**src/rtl/sram_access_seq.sv**
```systemverilog
// SRAM access sequencer: address pointer, command decode and registered CE/OE/WE strobes.
// Optional macro SRAM_AUTOINC_EN enables post-increment of the pointer for READ_INC/WRITE_INC.
module sram_access_seq #(
  parameter int unsigned ADDR_W  = 21,
  parameter int unsigned DATA_W  = 8,
  parameter int unsigned RD_WAIT = 2,
  parameter int unsigned WR_WAIT = 2
) (
  input  logic              clk,
  input  logic              rst,
  input  logic [ADDR_W-1:0] addr_in,
  input  logic [2:0]        cmd,
  input  logic              cmd_valid,
  input  logic [DATA_W-1:0] wr_data,
  output logic [DATA_W-1:0] rd_data,
  output logic              busy,
  output logic              done,
  output logic              cmd_ovr,
  output logic [ADDR_W-1:0] sram_addr,
  output logic [DATA_W-1:0] sram_dout,
  output logic              sram_doe,
  input  logic [DATA_W-1:0] sram_din,
  output logic              sram_ce_n,
  output logic              sram_oe_n,
  output logic              sram_we_n
);

  localparam logic [2:0] CmdLoad     = 3'b001;
  localparam logic [2:0] CmdRead     = 3'b010;
  localparam logic [2:0] CmdWrite    = 3'b011;
  localparam logic [2:0] CmdReadInc  = 3'b100;
  localparam logic [2:0] CmdWriteInc = 3'b101;

  typedef enum logic [1:0] {StIdle, StSetup, StStrobe, StHold} state_e;

  state_e            state_q, state_d;
  logic [3:0]        cnt_q, cnt_d;
  logic              wr_q, wr_d;
  logic [ADDR_W-1:0] ptr_q, ptr_d;
  logic [DATA_W-1:0] rd_data_q, rd_data_d;
  logic [DATA_W-1:0] dout_q, dout_d;
  logic              busy_q, busy_d;
  logic              done_q, done_d;
  logic              ovr_q, ovr_d;
  logic              doe_q, doe_d;
  logic              ce_n_q, ce_n_d;
  logic              oe_n_q, oe_n_d;
  logic              we_n_q, we_n_d;
`ifdef SRAM_AUTOINC_EN
  logic              inc_q, inc_d;
`endif

  always_comb begin
    state_d   = state_q;
    cnt_d     = cnt_q;
    wr_d      = wr_q;
    ptr_d     = ptr_q;
    rd_data_d = rd_data_q;
    dout_d    = dout_q;
    ovr_d     = ovr_q;
    done_d    = 1'b0;
`ifdef SRAM_AUTOINC_EN
    inc_d     = inc_q;
`endif

    unique case (state_q)
      StIdle: begin
        if (cmd_valid) begin
          case (cmd)
            CmdLoad: begin
              ptr_d  = addr_in;
              ovr_d  = 1'b0;
              done_d = 1'b1;
            end
            CmdRead, CmdReadInc: begin
              state_d = StSetup;
              wr_d    = 1'b0;
`ifdef SRAM_AUTOINC_EN
              inc_d   = (cmd == CmdReadInc);
`endif
            end
            CmdWrite, CmdWriteInc: begin
              state_d = StSetup;
              wr_d    = 1'b1;
              dout_d  = wr_data;
`ifdef SRAM_AUTOINC_EN
              inc_d   = (cmd == CmdWriteInc);
`endif
            end
            default: ;
          endcase
        end
      end
      StSetup: begin
        state_d = StStrobe;
        cnt_d   = wr_q ? 4'(WR_WAIT - 1) : 4'(RD_WAIT - 1);
      end
      StStrobe: begin
        if (cnt_q == 4'd0) begin
          state_d = StHold;
          if (!wr_q) rd_data_d = sram_din;
        end else begin
          cnt_d = cnt_q - 4'd1;
        end
      end
      StHold: begin
        state_d = StIdle;
`ifdef SRAM_AUTOINC_EN
        if (inc_q) ptr_d = ptr_q + {{(ADDR_W-1){1'b0}}, 1'b1};
`endif
      end
      default: state_d = StIdle;
    endcase

    // Any command outside IDLE, including the HOLD/done cycle, is dropped.
    if (cmd_valid && (state_q != StIdle)) ovr_d = 1'b1;

    // Strobes are decoded from the next state so every pin comes straight from a flop.
    busy_d = (state_d != StIdle);
    ce_n_d = (state_d == StIdle);
    doe_d  = (state_d != StIdle) && wr_d;
    oe_n_d = !((state_d == StStrobe) && !wr_d);
    we_n_d = !((state_d == StStrobe) && wr_d);
    if (state_d == StHold) done_d = 1'b1;
  end

  always_ff @(posedge clk or posedge rst) begin
    if (rst) begin
      state_q   <= StIdle;
      cnt_q     <= 4'd0;
      wr_q      <= 1'b0;
      ptr_q     <= '0;
      rd_data_q <= '0;
      dout_q    <= '0;
      busy_q    <= 1'b0;
      done_q    <= 1'b0;
      ovr_q     <= 1'b0;
      doe_q     <= 1'b0;
      ce_n_q    <= 1'b1;
      oe_n_q    <= 1'b1;
      we_n_q    <= 1'b1;
`ifdef SRAM_AUTOINC_EN
      inc_q     <= 1'b0;
`endif
    end else begin
      state_q   <= state_d;
      cnt_q     <= cnt_d;
      wr_q      <= wr_d;
      ptr_q     <= ptr_d;
      rd_data_q <= rd_data_d;
      dout_q    <= dout_d;
      busy_q    <= busy_d;
      done_q    <= done_d;
      ovr_q     <= ovr_d;
      doe_q     <= doe_d;
      ce_n_q    <= ce_n_d;
      oe_n_q    <= oe_n_d;
      we_n_q    <= we_n_d;
`ifdef SRAM_AUTOINC_EN
      inc_q     <= inc_d;
`endif
    end
  end

  assign rd_data   = rd_data_q;
  assign busy      = busy_q;
  assign done      = done_q;
  assign cmd_ovr   = ovr_q;
  assign sram_addr = ptr_q;
  assign sram_dout = dout_q;
  assign sram_doe  = doe_q;
  assign sram_ce_n = ce_n_q;
  assign sram_oe_n = oe_n_q;
  assign sram_we_n = we_n_q;

endmodule
```
**config.mk**
```make
export PLATFORM = sky130hd
export DESIGN_NAME = sram_access_seq
export DESIGN_NICKNAME = d
export VERILOG_FILES = /design/src/rtl/sram_access_seq.sv
export SDC_FILE = /design/constraint.sdc
export NUM_CORES = 1
export LEC_CHECK = 0
export BUFFER_PORTS_ARGS = -buffer_cell sky130_fd_sc_hd__buf_2
export CAP_MARGIN = 5
export CELL_PAD_IN_SITES_DETAIL_PLACEMENT = 0
export CELL_PAD_IN_SITES_GLOBAL_PLACEMENT = 1
export CORE_UTILIZATION = 37
export CTS_CLUSTER_SIZE = 20
export DETAILED_ROUTE_END_ITERATION = 10
export PLACE_DENSITY = 0.76
export SETUP_SLACK_MARGIN = 0.1
export SYNTH_ARGS = -nofsm -noshare
export SYNTH_HDL_FRONTEND = slang
export SYNTH_SLANG_ARGS = --single-unit
```
**constraint.sdc**
```tcl
create_clock -name clk -period 2.5 [get_ports clk]
set_input_delay 0.375 -clock clk [delete_from_list [all_inputs] [get_ports clk]]
set_output_delay 0.375 -clock clk [all_outputs]
set_load 0.005 [all_outputs]
```
# Word level (Yosys, flattened, before mapping)
# Index checks and enable logic that the tools add are counted.
word_totals:
  ff_bits: 51
  latchBits: 0
  elab_cells: 67
  n_memories: 0
  in_bits: 43
  mem_bits_rw: 0
  romBits: 0
classes:
  shift: 0
  div_mod_pow: 0
  bitwise_logic: 1
  n_eq_ne: 11
  n_mul: 0
  n_mux: 17
  addsub: 1
  magnitude_cmp: 0
  n_reduce_logical: 24
ops:
  columns: ["operator", "count"]
  rows:
  - ["$reduce_and 3->1", 4]
  - ["$reduce_bool 2->1", 6]
  - ["$mux 1", 10]
  - ["$eq 2x2->1 const B", 4]
  - ["$pmux 2 s4", 1]
  - ["$pmux 4 s2", 1]
  - ["$eq 3x2->1 const B", 2]
  - ["$eq 3x3->1 const B", 2]
  - ["$mux 2", 3]
  - ["$logic_and 1x1->1", 4]
  - ["$logic_not 2->1", 2]
  - ["$logic_not 4->1", 1]
  - ["$mux 4", 1]
  - ["$reduce_or 2->1", 2]
  - ["$reduce_or 4->1", 1]
  - ["$sub 4x1->4 const B", 1]
  - ["$eq 3x1->1 const B", 1]
  - ["$logic_not 1->1", 3]
  - ["$eq 2x1->1 const B", 1]
  - ["$ne 2x2->1 const B", 1]
  - ["$pmux 1 s2", 1]
  - ["$reduce_and 2->1", 1]
  - ["$not 1->1", 1]

# Logic depth before layout (Yosys ltp)
# Gate-level depths: netlist of the first run.
depth:
  depth_word: 8
  mapped_depth: 8
  mapped_depth_nobuf: 6

# Worst setup path before layout of the first run
# No wires, ideal clock.
synth_timing:
  path_kind: "flip-flop to flip-flop"
  startpoint: "reg cnt_q[0]"
  endpoint: "reg rd_data_q[0] (netlist: rd_data[0])"
  path_stages_with_launch: 7
  synth_period_minus_slack_ps: 1867
  slack_ps: 633
  required_time_ps: 2375
  setup_time_ps: 125
  t_arrival_ps: 1742
  path_buffers: 1
  path_cell_list: "dfrtp_1 > inv_1 > ha_1 > or3b_4 > or3_1 > buf_6 > mux2_4"
synth_via:
  elab_chain_len: 2
synth_rtl:
  columns: ["element", "line_no", "rtl"]
  rows:
  - ["from (decl)", "37", "logic [3:0] cnt_q, cnt_d;"]
  - ["from (signal assigned)", "147", "cnt_q <= cnt_d;"]
  - ["$logic_not 4->1", "99", "if (cnt_q == 4'd0) begin"]
  - ["$reduce_and 3->1 (no source line)", null, null]
  - ["to (signal assigned)", "150", "rd_data_q <= rd_data_d;"]
  - ["to (decl)", "40", "logic [DATA_W-1:0] rd_data_q, rd_data_d;"]
# No other way between the ends.
# A chain may end at the register's enable or synchronous reset.

# Worst setup path in the final report of the first run
layout_timing:
  startpoint: "reg cnt_q[0]"
  endpoint: "reg rd_data_q[5] (netlist: rd_data[5])"
# Same word-level chain as after synthesis.

==> results.yml, run 1 <==
cts:
  cts-root-buf: "clkbuf_8"
  cts_hold_buf: 0
  cts.repair.resized: 0
  insertion_delay_ns: 0.30
  cts_max_level: 2
  cts_tree: "yes"
  post_cts_buffers: 0
  cts_buffer_depth: 2
  clock-sinks: 51
  clkSlewWorstSetupHoldPaths_ns: 0.09
  numCtsBuffers: 5
pwr:
  max-vdd-ir-drop_uv: 531
  switching_share_pct: 30.7
  pwr-share-seq_pct: 44.9
  pwr-share-comb_pct: 39.6
  p_int_mw: 2.22
  p_leak_nw: 1.40
  clock_power_share_pct: 15.5
  powerDensity_nw_per_um2: 1170
  p_total_mw: 3.21
  p_sw_mw: 0.983
logic_synthesis:
  yosys_warnings: 0
  netlist_instances: 149
  synth-seq-area-share_pct: 59.8
  yosysUniqueCellTypes: 35
  avgSynthCellArea_um2: 14.4
  syn-num-nets: 197
  synth_seq_cells: 51
  synth.cell_area_um2: 2140
placed_design:
  dp_hpwl_mm: 2.98
  place_congestion: 0.827
  post-place-cells: 305
  port_buffers: 86
routing:
  drtAntennaViolNets: 0
  route.detailed.drc: 0
  vias: 1461
  drt_first_iter_violations: 20
  vias_per_cell: 4.67
  drtPass1Iterations: 6
  wire_per_inst_um: 12.5
  drt-total-wl_mm: 3.92
timing:
  finalHoldViolCount: 0
  finalCritPeriodShare_pct: 84.0
  rsz0062_at_grt: "false"
  worstMarginPinSlew_ns: 0.491
  slew_headroom_pct: 67.3
  fin_setup_tns_ns: 0
  period_minus_slack_ns: 2.10
  slew_viol_final: 0
  max_freq_mhz: 476
  clock_skew_ns: 0.00594
  setup-violations-final: 0
final_layout:
  syn2layout_area_growth_pct: 28.1
  layout_common_cells: "86 x buf_2, 48 x dfrtp_1, 29 x mux2_2"
  final_common_cell: "buf_2"
  layout-drive-gt1-share_pct: 59.3
  nFillCells: 507
  final_cells: 313
  diodes: 0
  nets: 288
setup_path:
  worstPathRequired_ns: 2.68
  setup.worst_path.end_class: "flop"
  critPathKind: "flop to flop"
  cp_max_fo: 8
  critPathArrivalTime_ns: 2.28
  critPathLaunchType: "flop"
die:
  ios: 87
  core_um2: 5540
  die_w_um: 78.0
  start_util_pct: 38.6
  die_area_um2: 6090
  std_cell_rows: 27
  die_y_um: 78.0
global_route:
  grt_pass1_wl_mm: 6.42
  grt_overflow: 0
  grt_max_degree: 24
  grt_use_total_pct: 13.4
  antenna_found_initial: 0
  grt_pass1_vias: 1448
hold_path:
  hp-class: "input port to async pin"
flow_run:
  maxCapViolCount: 0
outcome:
  outcome: "complete, no violations"
[through the flow]
step                setup WS (ns)  area, um^2  utilization, %  hold slack [ns]
global route                0.302        2740            49.5            0.105
finish                      0.401        2740            49.5           0.0805
floorplan                   0.633        2140               -            0.457
detailed placement          0.415        2640            47.7            0.417
global placement            0.484        2640            47.7            0.414
CTS                         0.402        2740            49.5           0.0847
[power by group through the flow]
stage / sequential, mW / clock (mW) / combinational (mW)
floorplan: 1.48 / 0 / 0.733
global placement: 1.45 / 0 / 1.26
detailed placement: 1.45 / 0 / 1.29
CTS: 1.44 / 0.525 / 1.29
global route: 1.49 / 0.559 / 1.41
finish: 1.44 / 0.497 / 1.27
[cells by family after synthesis]
group | count (synthesis) | synth area share (%)
buffers and inverters | 13 | 3.57
flip-flops | 51 | 59.8
AND/OR/NAND/NOR | 23 | 6.26
multiplexers | 38 | 21.3
adder cells (fa/ha/maj) | 5 | 2.92
XOR/XNOR | 2 | 0.819
AO/OA/AOI/OAI | 17 | 5.26
[cell type report]
| class | count | area, um^2 | share of cell area (%) |
|---|---|---|---|
| Tap cell | 72 | 90.1 | 3.29 |
| Inverter | 7 | 26.3 | 0.959 |
| Multi-Input combinational cell | 85 | 783 | 28.6 |
| Timing Repair Buffer | 90 | 460 | 16.8 |
| Clock buffer | 8 | 100 | 3.65 |
| Sequential cell | 51 | 1280 | 46.7 |
[Yosys cell counts]
master	number	area share (%)
dfstp_2	3	3.7
a32oi_1	1	0.41
xor2_1	1	0.41
o31a_2	1	0.47
xnor2_1	1	0.41
nor2_2	1	0.29
a211oi_1	1	0.35
inv_1	7	1.2
mux2_2	29	15
nor3b_1	1	0.35
or3_1	2	0.58
nand2_1	5	0.88
buf_2	1	0.23
ha_1	5	2.9
and3_1	2	0.58
buf_6	3	1.6
o21a_1	1	0.35
o22ai_1	1	0.29
a21o_1	1	0.35
dfrtp_1	48	56
nor2_1	1	0.18
nor4b_1	1	0.41
or4_2	1	0.41
o211ai_1	1	0.35
clkbuf_1	1	0.18
mux2_4	8	5.6
nand2b_1	1	0.29
o2bb2ai_1	1	0.41
o21ai_0	8	1.9
mux2i_1	1	0.47
nand3_1	5	1.2
nor2b_1	2	0.58
a31o_2	1	0.41
buf_4	1	0.35
or3b_4	1	0.53
[layer usage]
layer  routed length, um  global-route usage [%]  share of wire, %
met1                1860                    17.6                47
met2                1650                    21.3                42
met3                 384                    4.77               9.8
met4                  21                    2.78              0.54
met5                   0                       0                 0
[critical path, cell delays in order, from the launching register on]
cell and delay (ns):
dfrtp_1 0.41, inv_1 0.09, ha_1 0.17, or3b_4 0.39
or3_1 0.54, mux2_4 0.38
[registers in the layout (all words and copies together) (netlist names)]
register,cells
sram_doe,1
state_q,2
busy,1
wr_q,1
sram_ce_n,1
cnt_q,4
sram_addr,21
sram_we_n,1
sram_dout,8
cmd_ovr,1
done,1
sram_oe_n,1
rd_data,8
[final timing paths]
check                                    end  slack [ns]  startpoint  cells past startpoint
worst max-delay path              rd_data[5]        0.40    cnt_q[0]                      5
worst min-delay path                    wr_q        0.08         rst                      2
worst max register to register    rd_data[5]        0.40    cnt_q[0]                      5
worst min register to register       cmd_ovr        0.50     cmd_ovr                      1
max in group asynchronous          sram_we_n        1.78         rst                      3
min in group clk                sram_addr[0]        0.30  addr_in[0]                      2
(Power assumes the default switching activity.)
==> run 2, diff against run 1 <==
--- a/config.mk
+++ b/config.mk
@@ -5,11 +5,12 @@
 export SDC_FILE = /design/constraint.sdc
 export NUM_CORES = 1
 export LEC_CHECK = 0
+export ABC_AREA = 1
 export BUFFER_PORTS_ARGS = -buffer_cell sky130_fd_sc_hd__buf_2
 export CAP_MARGIN = 5
 export CELL_PAD_IN_SITES_DETAIL_PLACEMENT = 0
 export CELL_PAD_IN_SITES_GLOBAL_PLACEMENT = 1
-export CORE_UTILIZATION = 37
+export CORE_UTILIZATION = 34
 export CTS_CLUSTER_SIZE = 20
 export DETAILED_ROUTE_END_ITERATION = 10
 export PLACE_DENSITY = 0.76
==> constraint.sdc (replaced) <==
create_clock -name clk -period 1.95 [get_ports clk]
set_input_delay 0.2925 -clock clk [delete_from_list [all_inputs] [get_ports clk]]
set_output_delay 0.2925 -clock clk [all_outputs]
set_load 0.005 [all_outputs]
==> results.yml, run 2 <==
timing:
  setup-violations-final: 0
  max_freq_mhz: 633
  slew_viol_final: 0
  fin_setup_tns_ns: 0
  whs_ns: 0.179
  clock_skew_ns: 0.00665
  worstMarginPinSlew_ns: 0.426
  finalHoldViolCount: 0
  setup_slack_ns: 0.370
  period_minus_slack_ns: 1.58
  rsz0062_at_grt: "false"
  slew_headroom_pct: 71.5
  finalCritPeriodShare_pct: 81.0
cts:
  cts_buffer_depth: 2
  clkSlewWorstSetupHoldPaths_ns: 0.09
  numCtsBuffers: 5
  clock-sinks: 51
  cts_tree: "yes"
  cts-root-buf: "clkbuf_8"
  post_cts_buffers: 0
  insertion_delay_ns: 0.30
  cts_max_level: 2
logic_synthesis:
  synth_flop_cell: "dfrtp_1"
  avgSynthCellArea_um2: 9.10
  synth-seq-area-share_pct: 60.1
  netlist_instances: 234
  syn-num-nets: 282
  synth_area_leaders: "dfrtp_1 56%, nand2_1 21%, dfstp_2 3.7%, ha_1 2.9%, inv_1 2.6%"
  yosys_warnings: 0
  netlist.area_leader.share_pct: 56.4
  synth.cell_area_um2: 2130
  ys_top_cells_by_count: "119 x nand2_1, 48 x dfrtp_1, 15 x inv_1"
  yosysMostFrequentCell: "nand2_1"
  yosysUniqueCellTypes: 25
  yosysTopAreaCell: "dfrtp_1"
  synth_edf_count: 0
  async_reset_ff_share_pct: 100
  synth_seq_cells: 51
final_layout:
  fin_util_pct: 46.4
  diodes: 0
  finalInstanceArea_um2: 2780
  nets: 374
  layout-drive-gt1-share_pct: 34.9
  largest_register_ffs: 21
  final_cells: 402
  ff_latch_area_um2: 1280
  layout_common_cells: "119 x nand2_1, 86 x buf_2, 48 x dfrtp_1"
  final_common_cell: "nand2_1"
  syn2layout_area_growth_pct: 30.6
  multi_input_area_um2: 739
  nFillCells: 592
global_route:
  antenna_found_initial: 0
  grtUsageMet1_pct: 18.8
  grtUsageMet2_pct: 22.7
  grt_pass1_vias: 1588
  busiest_layer: "met2"
  grt_pass1_wl_mm: 7.25
  grt_max_degree: 35
  met3_usage_pct: 4.72
  grt_use_total_pct: 14.7
  grt_overflow: 0
setup_path:
  worstPathRequired_ns: 2.19
  critPathKind: "flop to flop"
  crit_start: "state_q[1]"
  critPathLaunchType: "flop"
  setup.worst_path.end_class: "flop"
  r2r_start: "state_q[1]"
  critPathArrivalTime_ns: 1.82
  cp_max_fo: 22
die:
  std_cell_rows: 28
  core_um2: 5990
  die_area_um2: 6580
  die_y_um: 81.1
  die_w_um: 81.1
  ios: 87
  start_util_pct: 35.5
routing:
  drtPass1Iterations: 4
  vias_per_cell: 4.29
  wire_per_inst_um: 11.1
  vias: 1723
  drt-total-wl_mm: 4.48
  route.detailed.drc: 0
  drt_first_iter_violations: 69
  drtAntennaViolNets: 0
pwr:
  p_leak_nw: 1.62
  powerDensity_nw_per_um2: 1480
  max-vdd-ir-drop_uv: 520
  p_total_mw: 4.12
hold_path:
  min_from: "addr_in[6]"
  hp-class: "input port to flop"
placed_design:
  dp_hpwl_mm: 3.24
  post-place-cells: 393
  place_ws_ns: 0.364
  place_congestion: 0.776
  place_area_um2: 2650
  port_buffers: 86
outcome:
  outcome: "complete, no violations"
flow_run:
  maxCapViolCount: 0
-- run 2: layout make-up --
type,count,area share [%]
Clock buffer,6,2.97
Clock inverter,2,1.26
Inverter,19,2.66
Multi-Input combinational cell,159,26.6
Sequential cell,51,46.0
Tap cell,75,3.38
Timing Repair Buffer,90,17.1
-- run 2: where the power goes --
part | internal, mW | switching (mW) | total [mW]
sequential | 1.58 | 0.249 | 1.82
clock | 0.416 | 0.343 | 0.759
combinational | 0.680 | 0.854 | 1.53
total | 2.67 | 1.45 | 4.12
-- run 2: layer usage --
metal  wire (um)  vias to the layer above
met5           0                        -
met4          72                        0
met3         336                        4
met2        1960                       61
met1        2110                      762
li1            -                      896
-- run 2: kinds of logic (layout without fill, tap and decap cells) --
| family | count (synthesis) | count (layout) | synth area share, % |
|---|---|---|---|
| simple gates | 146 | 146 | 29.6 |
| flops | 51 | 51 | 60.1 |
| buf+inv | 24 | 117 | 5.17 |
| compound gates | 7 | 7 | 1.76 |
| fa+ha+maj | 5 | 5 | 2.94 |
| xor+xnor | 1 | 1 | 0.411 |
-- run 2: what timing repair did --
action                                 CTS  global route
endpoints found under the hold margin   17             0
hold buffers                             1             0
resized for setup                        0             0
setup endpoints to repair                0             0
-- run 2: critical path, stage by stage (launching register included) --
cell,delay (ns)
dfrtp_1,0.42
inv_1,0.09
ha_1,0.26
nand2_2,0.14
inv_2,0.09
nand3_4,0.07
inv_2,0.28
nand2_1,0.09
nand2_1,0.08
-- run 2: path summary, 6_finish.rpt --
check	endpoint	slack, ns	depth (start not counted)
max in group asynchronous	sram_oe_n	0.84	4
setup / recovery	sram_addr[13]	0.37	8
min in group asynchronous	rd_data[2]	0.52	3
setup reg to reg	sram_addr[13]	0.37	8
hold / removal	sram_addr[6]	0.18	3
hold reg to reg	rd_data[4]	0.47	2
